$ cat config.mk
export PLATFORM = sky130hd
export DESIGN_NAME = cpu_sequencer
export DESIGN_NICKNAME = d
export VERILOG_FILES = /design/src/rtl/cpu_sequencer.sv
export SDC_FILE = /design/constraint.sdc
export NUM_CORES = 1
export LEC_CHECK = 0
export CAP_MARGIN = 25
export CORE_UTILIZATION = 43
export DETAILED_ROUTE_END_ITERATION = 12
export PLACE_DENSITY_LB_ADDON = 0.08
export SYNTH_ARGS = -nofsm -noshare
export SYNTH_HDL_FRONTEND = slang
export SYNTH_SLANG_ARGS = --single-unit
$ cat constraint.sdc
create_clock -name clk -period 2.15 [get_ports clk]
set_input_delay 0.3225 -clock clk [delete_from_list [all_inputs] [get_ports clk]]
set_output_delay 0.3225 -clock clk [all_outputs]
set_load 0.05 [all_outputs]
$ cat src/rtl/cpu_sequencer.sv
// Multi-cycle control FSM for the 8-bit core: fetch, decode, execute, optional data access, write-back.
// Moore outputs only; a fetch or data request waiting past MAX_WAIT cycles for its ack parks the core in ERROR.
module cpu_sequencer #(
   parameter logic [7:0] RESET_PC = 8'h00,
   parameter logic [7:0] MAX_WAIT = 8'd15
) (
   input  logic        clk,
   input  logic        rst_n,
   input  logic        run,
   output logic        imem_req,
   output logic [7:0]  imem_addr,
   input  logic        imem_ack,
   input  logic [7:0]  imem_rdata,
   output logic [7:0]  alu_instr,
   output logic [7:0]  alu_pc,
   input  logic [7:0]  alu_jump,
   input  logic [7:0]  alu_out,
   input  logic        alu_ovf,
   output logic        dmem_req,
   output logic        dmem_we,
   input  logic        dmem_ack,
   output logic        rf_we,
   output logic [1:0]  rf_wsel,
   output logic [1:0]  rf_waddr,
   output logic [7:0]  pc,
   output logic        busy,
   output logic        err,
   output logic        ovf_sticky,
   input  logic        ovf_clr,
   output logic [15:0] retired
);

   typedef enum logic [2:0] {
      S_IDLE, S_FETCH, S_DECODE, S_EXEC, S_MEM, S_WB, S_ERROR
   } state_t;

   state_t      r_state, w_next;
   logic [7:0]  r_pc, r_ir, r_wait, r_target;
   logic        r_taken, r_ovf, r_ovf_sticky;
   logic [15:0] r_retired;
   logic [3:0]  w_op;
   logic [7:0]  w_wait_inc;
   logic        w_timeout, w_is_jump, w_wr;

   assign w_op       = r_ir[7:4];
   assign w_wait_inc = r_wait + 8'd1;
   assign w_timeout  = (w_wait_inc == MAX_WAIT);
   assign w_is_jump  = (w_op == 4'h8) || (w_op == 4'h9) || (w_op == 4'hC) || (w_op == 4'hD);
   assign w_wr       = (w_op <= 4'h7) || (w_op == 4'h9) || (w_op == 4'hA) || (w_op >= 4'hE);

   always_ff @(posedge clk or negedge rst_n) begin
      if (!rst_n) r_state <= S_IDLE;
      else        r_state <= w_next;
   end

   always_comb begin
      w_next = r_state;
      case (r_state)
         S_IDLE:   if (run) w_next = S_FETCH;
         S_FETCH:  if (imem_ack) w_next = S_DECODE;
                   else if (w_timeout) w_next = S_ERROR;
         S_DECODE: w_next = S_EXEC;
         S_EXEC:   w_next = ((w_op == 4'hA) || (w_op == 4'hB)) ? S_MEM : S_WB;
         S_MEM:    if (dmem_ack) w_next = S_WB;
                   else if (w_timeout) w_next = S_ERROR;
         S_WB:     w_next = run ? S_FETCH : S_IDLE;
         S_ERROR:  w_next = S_ERROR;
         default:  w_next = S_IDLE;
      endcase
   end

   // Jump decision and overflow are captured in EXEC so WB does not depend on the ALU holding its outputs.
   always_ff @(posedge clk or negedge rst_n) begin
      if (!rst_n) begin
         r_pc      <= RESET_PC;
         r_ir      <= 8'h00;
         r_wait    <= 8'd0;
         r_target  <= 8'h00;
         r_taken   <= 1'b0;
         r_ovf     <= 1'b0;
         r_retired <= 16'd0;
      end else begin
         case (r_state)
            S_FETCH: begin
               if (imem_ack) begin
                  r_ir   <= imem_rdata;
                  r_wait <= 8'd0;
               end else begin
                  r_wait <= w_wait_inc;
               end
            end
            S_EXEC: begin
               r_taken  <= (alu_jump == 8'hFF) && w_is_jump;
               r_target <= r_pc + 8'd1 + alu_out;
               r_ovf    <= alu_ovf;
            end
            S_MEM:   r_wait <= dmem_ack ? 8'd0 : w_wait_inc;
            S_WB: begin
               r_pc      <= r_taken ? r_target : r_pc + 8'd1;
               r_retired <= r_retired + 16'd1;
            end
            default: r_wait <= 8'd0;
         endcase
      end
   end

   always_ff @(posedge clk or negedge rst_n) begin
      if (!rst_n)                                          r_ovf_sticky <= 1'b0;
      else if ((r_state == S_WB) && (w_op == 4'h1) && r_ovf) r_ovf_sticky <= 1'b1;
      else if (ovf_clr)                                    r_ovf_sticky <= 1'b0;
   end

   always_comb begin
      imem_req = 1'b0;
      dmem_req = 1'b0;
      dmem_we  = 1'b0;
      rf_we    = 1'b0;
      rf_wsel  = 2'b00;
      rf_waddr = 2'b00;
      busy     = 1'b1;
      err      = 1'b0;
      case (r_state)
         S_IDLE:  busy = 1'b0;
         S_FETCH: imem_req = 1'b1;
         S_MEM: begin
            dmem_req = 1'b1;
            dmem_we  = (w_op == 4'hB);
         end
         S_WB: begin
            rf_we = w_wr;
            if (w_op == 4'h9) begin
               rf_wsel  = 2'b10;
               rf_waddr = 2'b11;
            end else if (w_wr) begin
               rf_wsel  = (w_op == 4'hA) ? 2'b01 : 2'b00;
               rf_waddr = r_ir[3:2];
            end
         end
         S_ERROR: begin
            busy = 1'b0;
            err  = 1'b1;
         end
         default: ;
      endcase
   end

   assign imem_addr  = r_pc;
   assign alu_instr  = r_ir;
   assign alu_pc     = r_pc;
   assign pc         = r_pc;
   assign ovf_sticky = r_ovf_sticky;
   assign retired    = r_retired;

endmodule

==> flow_summary_export.csv <==
group,metric,value,unit
timing,finalHoldViolCount,0,
critical_path,slowest_delay,0.52,ns
global_route,grt-ovfl-total,0,
placed_design,gp_congestion,0.787,
global_route,grt_max_degree,41,
yosys,synth_flop_cell,"dfrtp_1",
power,swShare,0.494,
critical_path,required,2.34,ns
global_route,antenna_found_initial,0,
critical_path,rr_worst_depth,8,
route,dr.pass1.iters,4,
hold_path,hold_class,"in2async",
route,remaining_drc_errors,0,
route,num_vias,2667,
floorplan,dieArea,0.00762,mm2
timing,worst_pin_slew,0.726,ns
floorplan,io_pins,90,
timing,fin_crit_sh,1.00,
placed_design,dp_hpwl,5650,um
global_route,grt_pass1_wl,12200,um
cells_and_area,layout.cells.non_filler,516,
yosys,yosysSeqAreaShare,0.432,
cells_and_area,fin_nets,462,
power,p_int,3350,uW
floorplan,core-area,0.00691,mm2
yosys,ys_warn_count,0,
power,p_sw,3270,uW
critical_path,path_cells,"ha_4 -> xor2_1 -> ha_2 -> a21o_1 -> a21o_1 -> a21oi_2 -> nor4b_1 -> or3_1",
route,final_antenna_net_count,0,
global_route,grtUsageTotal,0.208,
cts,clock_latency,0.30,ns
status,status,"finished with violations",
timing,max_freq,464,MHz
route,initialDrtViolationCount,82,
yosys,netlist_instances,327,
yosys,syn_nets,370,
cells_and_area,synthToLayoutAreaGrowth,41.1,%
critical_path,crit_type,"reg2reg",
cts,cts_buffers,5,
critical_path,worstSetupEndpointType,"flop",
cts,cts_buffer_depth,2,
timing,rsz0062_at_grt,"true",
cts,clkSlewWorstSetupHoldPaths,0.09,ns
cts,cts_root_buf,"clkbuf_8",
global_route,grt_pass1_vias,2498,
power,p_per_area,1500,mW/mm2
critical_path,cpMostUsedCell,"a21o_1",
cells_and_area,layout_commonest_cell,"clkdlybuf4s50_1",
timing,slew_headroom,0.516,
floorplan,rows,30,
timing,maxSlewViolCount,0,
power,ir_drop,0.663,mV
placed_design,placedCellCount,503,
cells_and_area,drive_above_1_share,0.193,
yosys,synthArstFlopShare,1.00,
timing,finalSetupViolCount,1,
timing,post-route-min-period,2.15,ns
cts,clkSinkCount,54,
critical_path,critPathMaxFanout,5,
critical_path,r2r_end,"r_target[6]",
placed_design,portBuffers,89,
yosys,syn_area_per_cell,9.56,um2
power,comb_power_share,0.650,
power,clkPwrFrac,0.088,
critical_path,rr_startpoint,"alu_pc[0]",
cts,htree_levels,2,
route,wirelength,7540,um
critical_path,crit_family,"flip-flops",
critical_path,slowest_stage,"dfrtp_4",
power,seq_power_share,0.263,
critical_path,crit_arrival,2.34,ns
status,violations,"negative setup slack",
critical_path,r2r_setup_slack,-0.003,ns
timing,fin_ws,-0.00293,ns
yosys,ys_types,47,
floorplan,die_h,87.3,um
cells_and_area,antenna_cells,0,
timing,skew,0.00613,ns
power,p_leak,0.00185,uW
yosys,synth_edf_count,0,
critical_path,cp-start-kind,"flop",
floorplan,die_w,87.3,um
cells_and_area,most-common-layout-cells,"78 x clkdlybuf4s50_1, 49 x dfrtp_1, 34 x nand2_1, 30 x o21ai_0, 28 x buf_4",
route,wl_per_cell,14.6,um
timing,fin_hold_ws,0.470,ns
yosys,ys_seq_elements,54,
floorplan,initial_core_util,0.453,
job,cap_violations,0,
critical_path,path_buf_inv,0,
cts,cts_tree,"yes",
yosys,netlist_area,0.00313,mm2
route,vias_per_cell,5.17,
timing,fin_setup_tns,-0.00293,ns
## sequential cells by signal (all words and copies together), names as in the netlist
name,flops
retired,16
r_target,8
r_ovf,1
r_taken,1
alu_pc,8
r_wait,8
r_state,3
alu_instr,8
ovf_sticky,1
## worst max path at each step
stage          slack (ns)    startpoint  cells past startpoint           to
3_5_place_dp        -0.18    alu_out[0]                      8  r_target[6]
6_report           -0.003     alu_pc[0]                      8  r_target[6]
4_1_cts            -0.003     alu_pc[0]                      8  r_target[6]
5_1_grt              -0.1     alu_pc[0]                      9  r_target[7]
3_3_place_gp        -0.15    alu_out[0]                      8  r_target[6]
2_1_floorplan       -0.13  alu_instr[4]                      4  rf_waddr[0]
## per-layer routing
| layer | wire [um] | part of all wire | global-route usage |
|---|---|---|---|
| met5 | 0 | 0 | 0 |
| met4 | 29 | 0.0038 | 0.0492 |
| met3 | 292 | 0.039 | 0.0379 |
| met2 | 3690 | 0.49 | 0.338 |
| met1 | 3530 | 0.47 | 0.287 |
## cell usage after synthesis (2+ instances only)
library cell,instances,area share
a31oi_1,5,0.010
a21o_1,3,0.0072
nor2_1,15,0.018
o21ai_0,33,0.053
dfrtp_1,54,0.43
buf_4,17,0.041
nor3b_1,3,0.0072
nand3b_1,5,0.012
nand4_1,5,0.010
nor2b_1,2,0.0040
or3_1,2,0.0040
inv_1,7,0.0084
o31ai_1,2,0.0048
a21oi_1,16,0.026
nand2b_1,3,0.0060
o21bai_1,2,0.0048
nand3_1,16,0.026
mux2_2,10,0.036
xnor2_1,18,0.050
nand2_1,34,0.041
and4_1,3,0.0084
xor2_1,13,0.036
mux2i_1,2,0.0064
nor4_1,2,0.0040
clkbuf_1,5,0.0060
and3_1,5,0.010
nor3_1,8,0.013
ha_1,11,0.044
buf_2,7,0.011
nor4b_1,2,0.0056
## through the flow
| stage | utilization | total power, uW | worst slack [ns] | instance area (um2) |
|---|---|---|---|---|
| finish | 0.639 | 6620 | -0.00293 | 4410 |
| global route | 0.639 | 7050 | -0.0954 | 4410 |
| CTS | 0.631 | 6560 | -0.00344 | 4360 |
| detailed placement | 0.612 | 5910 | -0.177 | 4230 |
| global placement | 0.612 | 5850 | -0.149 | 4230 |
| floorplan | - | 4650 | -0.127 | 3180 |
## layout make-up
type / instances / area [um2]
Fill cell: 590 / 2500
Multi-Input combinational cell: 235 / 1650
Clock inverter: 1 / 5.00
Sequential cell: 54 / 1360
Tap cell: 96 / 120
Inverter: 7 / 26.3
Clock buffer: 7 / 86.3
Timing Repair Buffer: 116 / 1170
## logic make-up after synthesis
group | synth area share
DFF | 0.432
adders and majority gates | 0.0504
xor gates and xnor gates | 0.0868
muxes | 0.0424
buffers and inverters | 0.0716
and+or+nand+nor | 0.187
AOI/OAI and AO/OA | 0.129
## repair_timing
action	CTS	global route
pin swaps	5	4
buffers inserted	1	3
endpoints found under the setup margin	5	6
gates resized for setup	7	9
hold buffers	1	0
endpoints found under the hold margin	14	0
## power by group through the flow
| stage | Clock [uW] | Sequential [uW] | Combinational [uW] |
|---|---|---|---|
| final | 580 | 1740 | 4300 |
| after global routing | 644 | 1800 | 4600 |
| after CTS | 604 | 1740 | 4220 |
| after detailed placement | 0 | 1750 | 4160 |
| after global placement | 0 | 1740 | 4110 |
| after floorplan | 0 | 2320 | 2330 |
No activity file was read; power rests on OpenSTA's default activity.
